File: src/rtl/shift_reg_pkg.sv
// shift_reg_pkg: FSM states and frame constants shared by the PISO and SIPO shift stages.
package shift_reg_pkg;
  typedef enum logic {IDLE, SHIFT} state_t;
  // Parity rides in the last-transmitted bit of the frame, which is bit 0 of the shift register.
  localparam int PARITY_POS = 0;
endpackage

File: src/rtl/piso_bit_counter.sv
// piso_bit_counter: bit index within a frame, cleared on load, terminal count at NBITS-1.
module piso_bit_counter #(
  parameter int NBITS = 8,
  parameter int CW = $clog2(NBITS + 1)
) (
  input  logic clk,
  input  logic rst,
  input  logic load,
  input  logic inc,
  output logic tc
);
  logic [CW-1:0] cnt_q, cnt_d;
  always_comb cnt_d = load ? '0 : inc ? cnt_q + CW'(1) : cnt_q;
  always_ff @(posedge clk or posedge rst)
    if (rst) cnt_q <= '0;
    else cnt_q <= cnt_d;
  assign tc = cnt_q == CW'(NBITS - 1);
endmodule

File: src/rtl/piso_serializer.sv
// piso_serializer: parallel-in serial-out shifter with zero-gap back-to-back words.
// Define PISO_PARITY_EN to append an even-parity bit after the data bits.
module piso_serializer
  import shift_reg_pkg::*;
#(
  parameter int WIDTH = 8,
  parameter bit MSB_FIRST = 1
) (
  input  logic             clk,
  input  logic             rst,
  input  logic [WIDTH-1:0] load_data,
  input  logic             load_valid,
  output logic             load_ready,
  output logic             dout,
  output logic             dout_valid,
  output logic             busy,
  output logic             done
);
`ifdef PISO_PARITY_EN
  localparam int NBITS = WIDTH + 1;
`else
  localparam int NBITS = WIDTH;
`endif
  state_t state_q, state_d;
  logic [NBITS-1:0] sreg_q, sreg_d, frame;
  logic [WIDTH-1:0] ordered;
  logic tc, last, accept, shifting;
  // The frame is stored in transmit order so the outgoing bit is always the MSB.
  for (genvar g = 0; g < WIDTH; g++) begin : g_ord
    assign ordered[g] = MSB_FIRST ? load_data[g] : load_data[WIDTH-1-g];
  end
`ifdef PISO_PARITY_EN
  always_comb begin
    frame = {ordered, 1'b0};
    frame[PARITY_POS] = ^load_data;
  end
`else
  assign frame = ordered;
`endif
  assign shifting = state_q == SHIFT;
  assign last = shifting && tc;
  assign load_ready = !shifting || tc;
  assign accept = load_valid && load_ready;
  always_comb begin
    state_d = accept ? SHIFT : last ? IDLE : state_q;
    sreg_d = accept ? frame : shifting ? sreg_q << 1 : sreg_q;
  end
  always_ff @(posedge clk or posedge rst)
    if (rst) begin
      state_q <= IDLE;
      sreg_q <= '0;
    end else begin
      state_q <= state_d;
      sreg_q <= sreg_d;
    end
  piso_bit_counter #(.NBITS(NBITS)) u_cnt (
    .clk (clk),
    .rst (rst),
    .load(accept || last),
    .inc (shifting && !tc),
    .tc  (tc)
  );
  assign dout = shifting && sreg_q[NBITS-1];
  assign dout_valid = shifting;
  assign busy = shifting;
  assign done = last;
endmodule

File: config.mk
export PLATFORM = sky130hd
export DESIGN_NAME = piso_serializer
export DESIGN_NICKNAME = d
export VERILOG_FILES = /design/src/rtl/shift_reg_pkg.sv /design/src/rtl/piso_bit_counter.sv /design/src/rtl/piso_serializer.sv
export SDC_FILE = /design/constraint.sdc
export NUM_CORES = 1
export LEC_CHECK = 0
export CORE_MARGIN = 4
export CORE_UTILIZATION = 44
export DETAILED_ROUTE_END_ITERATION = 8
export GPL_TIMING_DRIVEN = 0
export HOLD_SLACK_MARGIN = 0.08
export PLACE_DENSITY = 0.71
export SLEW_MARGIN = 10
export SYNTH_ARGS = -nofsm -noshare
export SYNTH_HDL_FRONTEND = slang
export SYNTH_HIERARCHICAL = 1
export SYNTH_SLANG_ARGS = --single-unit
File: constraint.sdc
create_clock -name clk -period 1.6 [get_ports clk]
set_clock_uncertainty 0.2 [all_clocks]
set_input_delay 0.32 -clock clk [delete_from_list [all_inputs] [get_ports clk]]
set_output_delay 0.32 -clock clk [all_outputs]
set_load 0.05 [all_outputs]
==> insert_results.sql <==
INSERT INTO impl_metrics (metric_group, metric, value, unit) VALUES
('run_status', 'run_status', 'complete, but fails checks', ''),
('run_status', 'failed_checks', 'setup timing', ''),
('cells_and_area', 'final_layout_size_suffix_gt1_share', '45.0', '%'),
('route', 'number_of_drc_markers_after_the_initial_detailed_route_iteration', '23', ''),
('critical_path', 'arrival_time_worst_endpoint', '1.40', 'ns'),
('route', 'route.detailed.wl_per_inst', '15.1', 'microns'),
('cells_and_area', 'layout_stage_area_growth_over_the_synthesis_result', '55.4', '%'),
('pwr', 'pwr_dens', '1560', 'mW/mm^2'),
('route', 'drcViolationCount', '0', ''),
('synth', 'synth.yosys.seq_area_share', '43.1', '%'),
('timing', 'max_slew_violation_total_from_the_final_report', '0', ''),
('synth', 'synth.top_cells.by_area', 'sky130_fd_sc_hd__dfrtp_1 (43%), sky130_fd_sc_hd__mux2i_1 (12%), sky130_fd_sc_hd__a31oi_1 (5.8%)', ''),
('placed_design', 'io_buffers', '14', ''),
('floorplan', 'design.portCount', '16', ''),
('synth', 'synthArstFlopShare', '100', '%'),
('placed_design', 'hpwl_dp', '1090', 'microns'),
('route', 'antenna_violating_nets_post_route', '0', ''),
('critical_path', 'crit_path_end_kind', 'output pin', ''),
('clocking', 'clockRootBuffer', 'sky130_fd_sc_hd__clkbuf_4', ''),
('timing', 'slew_headroom', '76.2', '%'),
('timing', 'final-setup-viol-count', '14', ''),
('worst_hold_path', 'hp-class', 'in2reg', ''),
('synth', 'yosys.area.top_type_share', '43.1', '%'),
('global_routing', 'grt_first_pass_wirelength', '2990', 'microns'),
('pwr', 'vdd.ir_drop.worst', '0.903', 'mV'),
('critical_path', 'timing.setup.critical_path_class', 'reg2out', ''),
('critical_path', 'cp_data_required_time', '1.08', 'ns'),
('pwr', 'power_leakage', '0.571', 'nW'),
('route', 'drtPass1Iterations', '4', ''),
('placed_design', 'dpl-instance-area', '938', 'sq um'),
('critical_path', 'worst-path-max-fanout', '3', ''),
('floorplan', 'die-area', '0.00244', 'sq mm'),
('cells_and_area', 'finalNetCount', '122', ''),
('synth', 'yosysUniqueCellTypes', '25', ''),
('critical_path', 'worstSetupStartpoint', 'u_cnt/cnt_q[0]$_DFFE_PP0P_', ''),
('timing', 'final-hold-violation-count', '0', ''),
('cells_and_area', 'final_area', '0.00117', 'sq mm'),
('clocking', 'tritoncts_num_sinks', '13', ''),
('global_routing', 'grt_start_max_net_pins', '11', ''),
('critical_path', 'worst_r2r_startpoint', 'u_cnt/cnt_q[0]$_DFFE_PP0P_', ''),
('cells_and_area', 'fillCellCount', '104', ''),
('critical_path', 'endpoint', 'done', ''),
('placed_design', 'gp_congestion', '0.725', ''),
('timing', 'setup_ws', '-0.321', 'ns'),
('critical_path', 'rr_worst_depth', '8', ''),
('floorplan', 'floorplan.core_area', '0.00156', 'sq mm'),
('synth', 'cells_after_synth', '73', ''),
('clocking', 'cts.path.max_buffers', '2', ''),
('job', 'timing.max_cap.violations', '0', ''),
('cells_and_area', 'ant_cells', '0', ''),
('floorplan', 'row_count', '14', ''),
('critical_path', 'r2r-end', 'u_cnt/cnt_q[3]$_DFFE_PP0P_', ''),
('floorplan', 'fp.dieW', '49.4', 'microns'),
('synth', 'dominantRegCellSynth', 'sky130_fd_sc_hd__dfrtp_1', ''),
('synth', 'syn_nets', '85', ''),
('route', 'vias', '684', ''),
('synth', 'synth_seq_cells', '13', ''),
('global_routing', 'grt_remaining_overflow', '0', ''),
('placed_design', 'dp_cells', '103', ''),
('route', 'postRouteWirelength', '1890', 'microns'),
('placed_design', 'setup_ws_pre_cts', '-0.794', 'ns'),
('cells_and_area', 'utilization', '75.2', '%'),
('timing', 'maximum_clock_frequency', '0.521', 'GHz'),
('synth', 'synth_warn', '6', ''),
('critical_path', 'critical_path.startpoint_type', 'flop', ''),
('timing', 'worst_slew_pin_slew', '0.356', 'ns'),
('synth', 'synth_enable_flop_cells', '0', ''),
('global_routing', 'grt_antenna_before_repair', '0', ''),
('synth', 'synth.avg_cell_area', '10.3', 'sq um'),
('cells_and_area', 'finish.cell_count_without_fillers', '125', ''),
('critical_path', 'ff2ff_setup_slack', '-0.19', 'ns');
[where the power goes]
part	total, mW	leakage [nW]	internal (mW)	switching (mW)
Clock	0.204	0.0150	0.0967	0.107
Sequential	0.537	0.166	0.449	0.0877
Combinational	1.09	0.390	0.590	0.500
Total	1.83	0.571	1.14	0.695
[per-layer routing]
layer	wire length, microns	up-vias	GRT usage [%]
li1	-	331	-
met2	906	22	25.0
met1	854	327	20.2
met3	105	4	2.45
met4	26	0	6.91
met5	0	-	0
[registers in the layout, summed over array words and instances, names as in the netlist]
| signal | flops |
|---|---|
| sreg_q | 8 |
| u_cnt/cnt_q | 4 |
| busy | 1 |
[how the worst min path moves through the flow]
stage	cells after the start	slack [ns]	to
after floorplan	1	-0.11	u_cnt/cnt_q[0]$_DFFE_PP0P_
after global placement	2	0.30	sreg_q[6]$_DFFE_PP0P_
after detailed placement	2	0.30	sreg_q[6]$_DFFE_PP0P_
after CTS	3	0.22	sreg_q[7]$_DFFE_PP0P_
after global routing	3	0.24	sreg_q[7]$_DFFE_PP0P_
final	3	0.22	sreg_q[7]$_DFFE_PP0P_
[cell families (layout without fill, tap and decap cells)]
logic type                 count (synthesis)  count (layout)  share of synthesized area (%)
adders and majority gates                  1               1                           1.66
xor gates and xnor gates                   1               1                           1.16
buffers and inverters                      9              45                           9.78
muxes                                     11              11                           15.4
and+or+nand+nor                           21              21                           15.8
AOI/OAI and AO/OA                         17              17                           13.1
DFF                                       13              13                           43.1
[worst max-delay path: stages, from the launching register on]
cell and delay [ns]:
sky130_fd_sc_hd__dfrtp_1 0.37, sky130_fd_sc_hd__ha_2 0.19, sky130_fd_sc_hd__nand2_2 0.07, sky130_fd_sc_hd__nor2_4 0.12, sky130_fd_sc_hd__buf_6 0.11, sky130_fd_sc_hd__and2_4 0.13, sky130_fd_sc_hd__buf_8 0.13
[Yosys cell counts (all sizes together) (2+ instances only)]
| master | n |
|---|---|
| and2 | 2 |
| and3 | 7 |
| o21ai | 8 |
| nand2 | 2 |
| buf | 6 |
| nor2 | 4 |
| a31oi | 7 |
| inv | 3 |
| dfrtp | 13 |
| nand2b | 2 |
| mux2 | 2 |
| mux2i | 9 |
[what timing repair did]
action                                  4_1_cts  5_1_grt
setup buffers                                11        6
hold endpoints to repair                      4        0
pin swaps                                     6        1
endpoints found under the setup margin        7       14
gates resized for setup                      40        5
hold buffers                                  1        0
[placed cells by master, fill, tap and decap left out, types with 3 or more instances in the layout]
cell type                         netlist  layout
sky130_fd_sc_hd__and3_1                 7       6
sky130_fd_sc_hd__clkdlybuf4s50_1        0       9
sky130_fd_sc_hd__clkbuf_4               0       3
sky130_fd_sc_hd__buf_4                  2      16
sky130_fd_sc_hd__o21ai_1                8       7
sky130_fd_sc_hd__a31oi_1                7       6
sky130_fd_sc_hd__buf_6                  2       6
sky130_fd_sc_hd__buf_8                  0       3
sky130_fd_sc_hd__dfrtp_1               13      12
sky130_fd_sc_hd__mux2i_1                9       9
[area by class of cell]
| class | count | area, sq um | area share (%) |
|---|---|---|---|
| inverters | 3 | 13.8 | 1.17 |
| clock buffers | 4 | 26.3 | 2.24 |
| repair buffers | 32 | 297 | 25.3 |
| plain buffers | 6 | 72.6 | 6.19 |
| flip-flops and latches | 13 | 327 | 27.9 |
| multi-input cells | 51 | 417 | 35.5 |
| well taps | 16 | 20.0 | 1.71 |
(Power assumes the default switching activity.)
==> RTL edit, RTL diff (config.mk and constraints unchanged) <==
Build with the macro `PISO_PARITY_EN` defined.
--- a/src/rtl/piso_serializer.sv
+++ b/src/rtl/piso_serializer.sv
@@ -1,4 +1,6 @@
 // piso_serializer: parallel-in serial-out shifter with zero-gap back-to-back words.
 // Define PISO_PARITY_EN to append an even-parity bit after the data bits.
+`define PISO_PARITY_EN
+
 module piso_serializer
   import shift_reg_pkg::*;
Check against the original RTL: not equivalent (Yosys sat finds a counterexample within 10 cycles, from zero or initial values and one cycle with rst high).
==> RTL edit against the unedited design <==
The flow still finishes with violations (setup timing); clock power is 30% higher; utilization is 6.3 points lower; cell area is 3.6% higher; synthesized area is 10% higher; sequential cell count is 1 higher; worst setup slack better by 0.023 ns; critical endpoint is now load_ready; combinational power is 11% higher; fmax is 1.2% higher; synthesized cell count is 16% higher; count of clock-buffer cells in the layout stayed put; power is 14% higher; routed wire length is 2.0% higher.
==> RTL edit: results (changes against the unedited design) <==
| Metric | Value |
|---|---|
| Outcome | `finished, violations left` |
| Violated checks | `setup timing` |
| Peak VDD IR | `0.891 mV (-1.3%)` |
| Number of flip-flops in the largest register | `9 (+1)` |
| I/O Buffers | `15 (+1)` |
| Post-route worst setup slack | `-0.298 ns (+0.0232 ns)` |
| Pre-CTS setup slack | `-0.757 ns (+0.0369 ns)` |
| GRT met1 Usage | `21.1% (+0.90 points)` |
| Post-cts repair resize count | `42 (+5.0%)` |
| Xor-xnor portion of the synthesized cell area | `8.41% (+7.2 points)` |
| Routability-driven placement congestion ratio | `0.765 (+5.5%)` |
| Number of distinct library cells after synthesis | `24 (-4.0%)` |
| Net count after synthesis | `98 (+15%)` |
| Net Sw Frac | `39.3% (+1.3 points)` |
| Share of the synthesized area in compound gates (AO/OA/AOI/OAI) | `9.01% (-4.1 points)` |
| Classification of the worst-slack hold path | `flip-flop to flip-flop` |
| Flop-to-flop setup slack | `-0.21 ns (-0.02 ns)` |
| Timing endpoint of the critical path | `load_ready` |
| Number of cells after detailed placement | `125 (+21%)` |
| Leading cell types by count after synthesis | `sky130_fd_sc_hd__nor2_1, sky130_fd_sc_hd__dfrtp_1, sky130_fd_sc_hd__o22ai_1, sky130_fd_sc_hd__xnor2_1` |
| Final setup viols | `8 (-6)` |
| Met3 Track Usage GR | `6.30% (+3.9 points)` |
| Power share of the clock group | `12.8% (+1.7 points)` |
| Share of cells above drive strength 1 | `36.0% (-9.0 points)` |
| Slowest cell delay on critical path | `0.39 ns (+0.02 ns)` |
| Hold Path Stages | `2 (-1)` |
| Transition time at the pin with the least slew margin | `0.412 ns (+0.0561 ns)` |
| Detailed-routed wire length on met2 | `901 µm (-0.55%)` |
| Fraction of the yosys area taken by sequential cells | `42.0% (-1.1 points)` |
| Number of fill cells | `150 (+44%)` |
| Post-CTS Setup Bufs | `6 (-5)` |
| Synth top area cells | `sky130_fd_sc_hd__dfrtp_1, sky130_fd_sc_hd__nor2_1, sky130_fd_sc_hd__xnor2_1` |
| Routed wire length | `1930 µm (+2.0%)` |
| Fin Setup TNS | `-1.34 ns (+0.524 ns)` |
| Post-synthesis share of cell area spent on full adders, half adders and majority gates | `3.00% (+1.3 points)` |
| Mapped Cells | `85 (+16%)` |
| WL met1 | `899 µm (+5.3%)` |
| Met2 demand-to-capacity share in global routing | `26.5% (+1.5 points)` |
| Via-to-Cell Ratio | `4.97 (-9.2%)` |
| Global-route wire length before repair | `3220 µm (+7.4%)` |
| Arrival time of the worst setup path | `1.38 ns (-0.02 ns)` |
[RTL edit: how the worst min path moves through the flow]
stage | end | startpoint | slack [ns]
floorplan | u_cnt/cnt_q[0]$_DFFE_PP0P_ | rst | -0.11
global placement | sreg_q[7]$_DFFE_PP0P_ | sreg_q[6]$_DFFE_PP0P_ | 0.28
detailed placement | sreg_q[8]$_DFFE_PP0P_ | sreg_q[7]$_DFFE_PP0P_ | 0.29
CTS | sreg_q[8]$_DFFE_PP0P_ | sreg_q[7]$_DFFE_PP0P_ | 0.32
global route | sreg_q[7]$_DFFE_PP0P_ | sreg_q[6]$_DFFE_PP0P_ | 0.36
finish | sreg_q[7]$_DFFE_PP0P_ | sreg_q[6]$_DFFE_PP0P_ | 0.31
[RTL edit: cell type report]
cell class	count	area share, %
Sequential cell	14	28.9
Timing Repair Buffer	25	20.2
Clock buffer	4	2.99
Tap cell	25	2.57
Buffer	3	2.78
Multi-Input combinational cell	63	40.8
Inverter	5	1.75
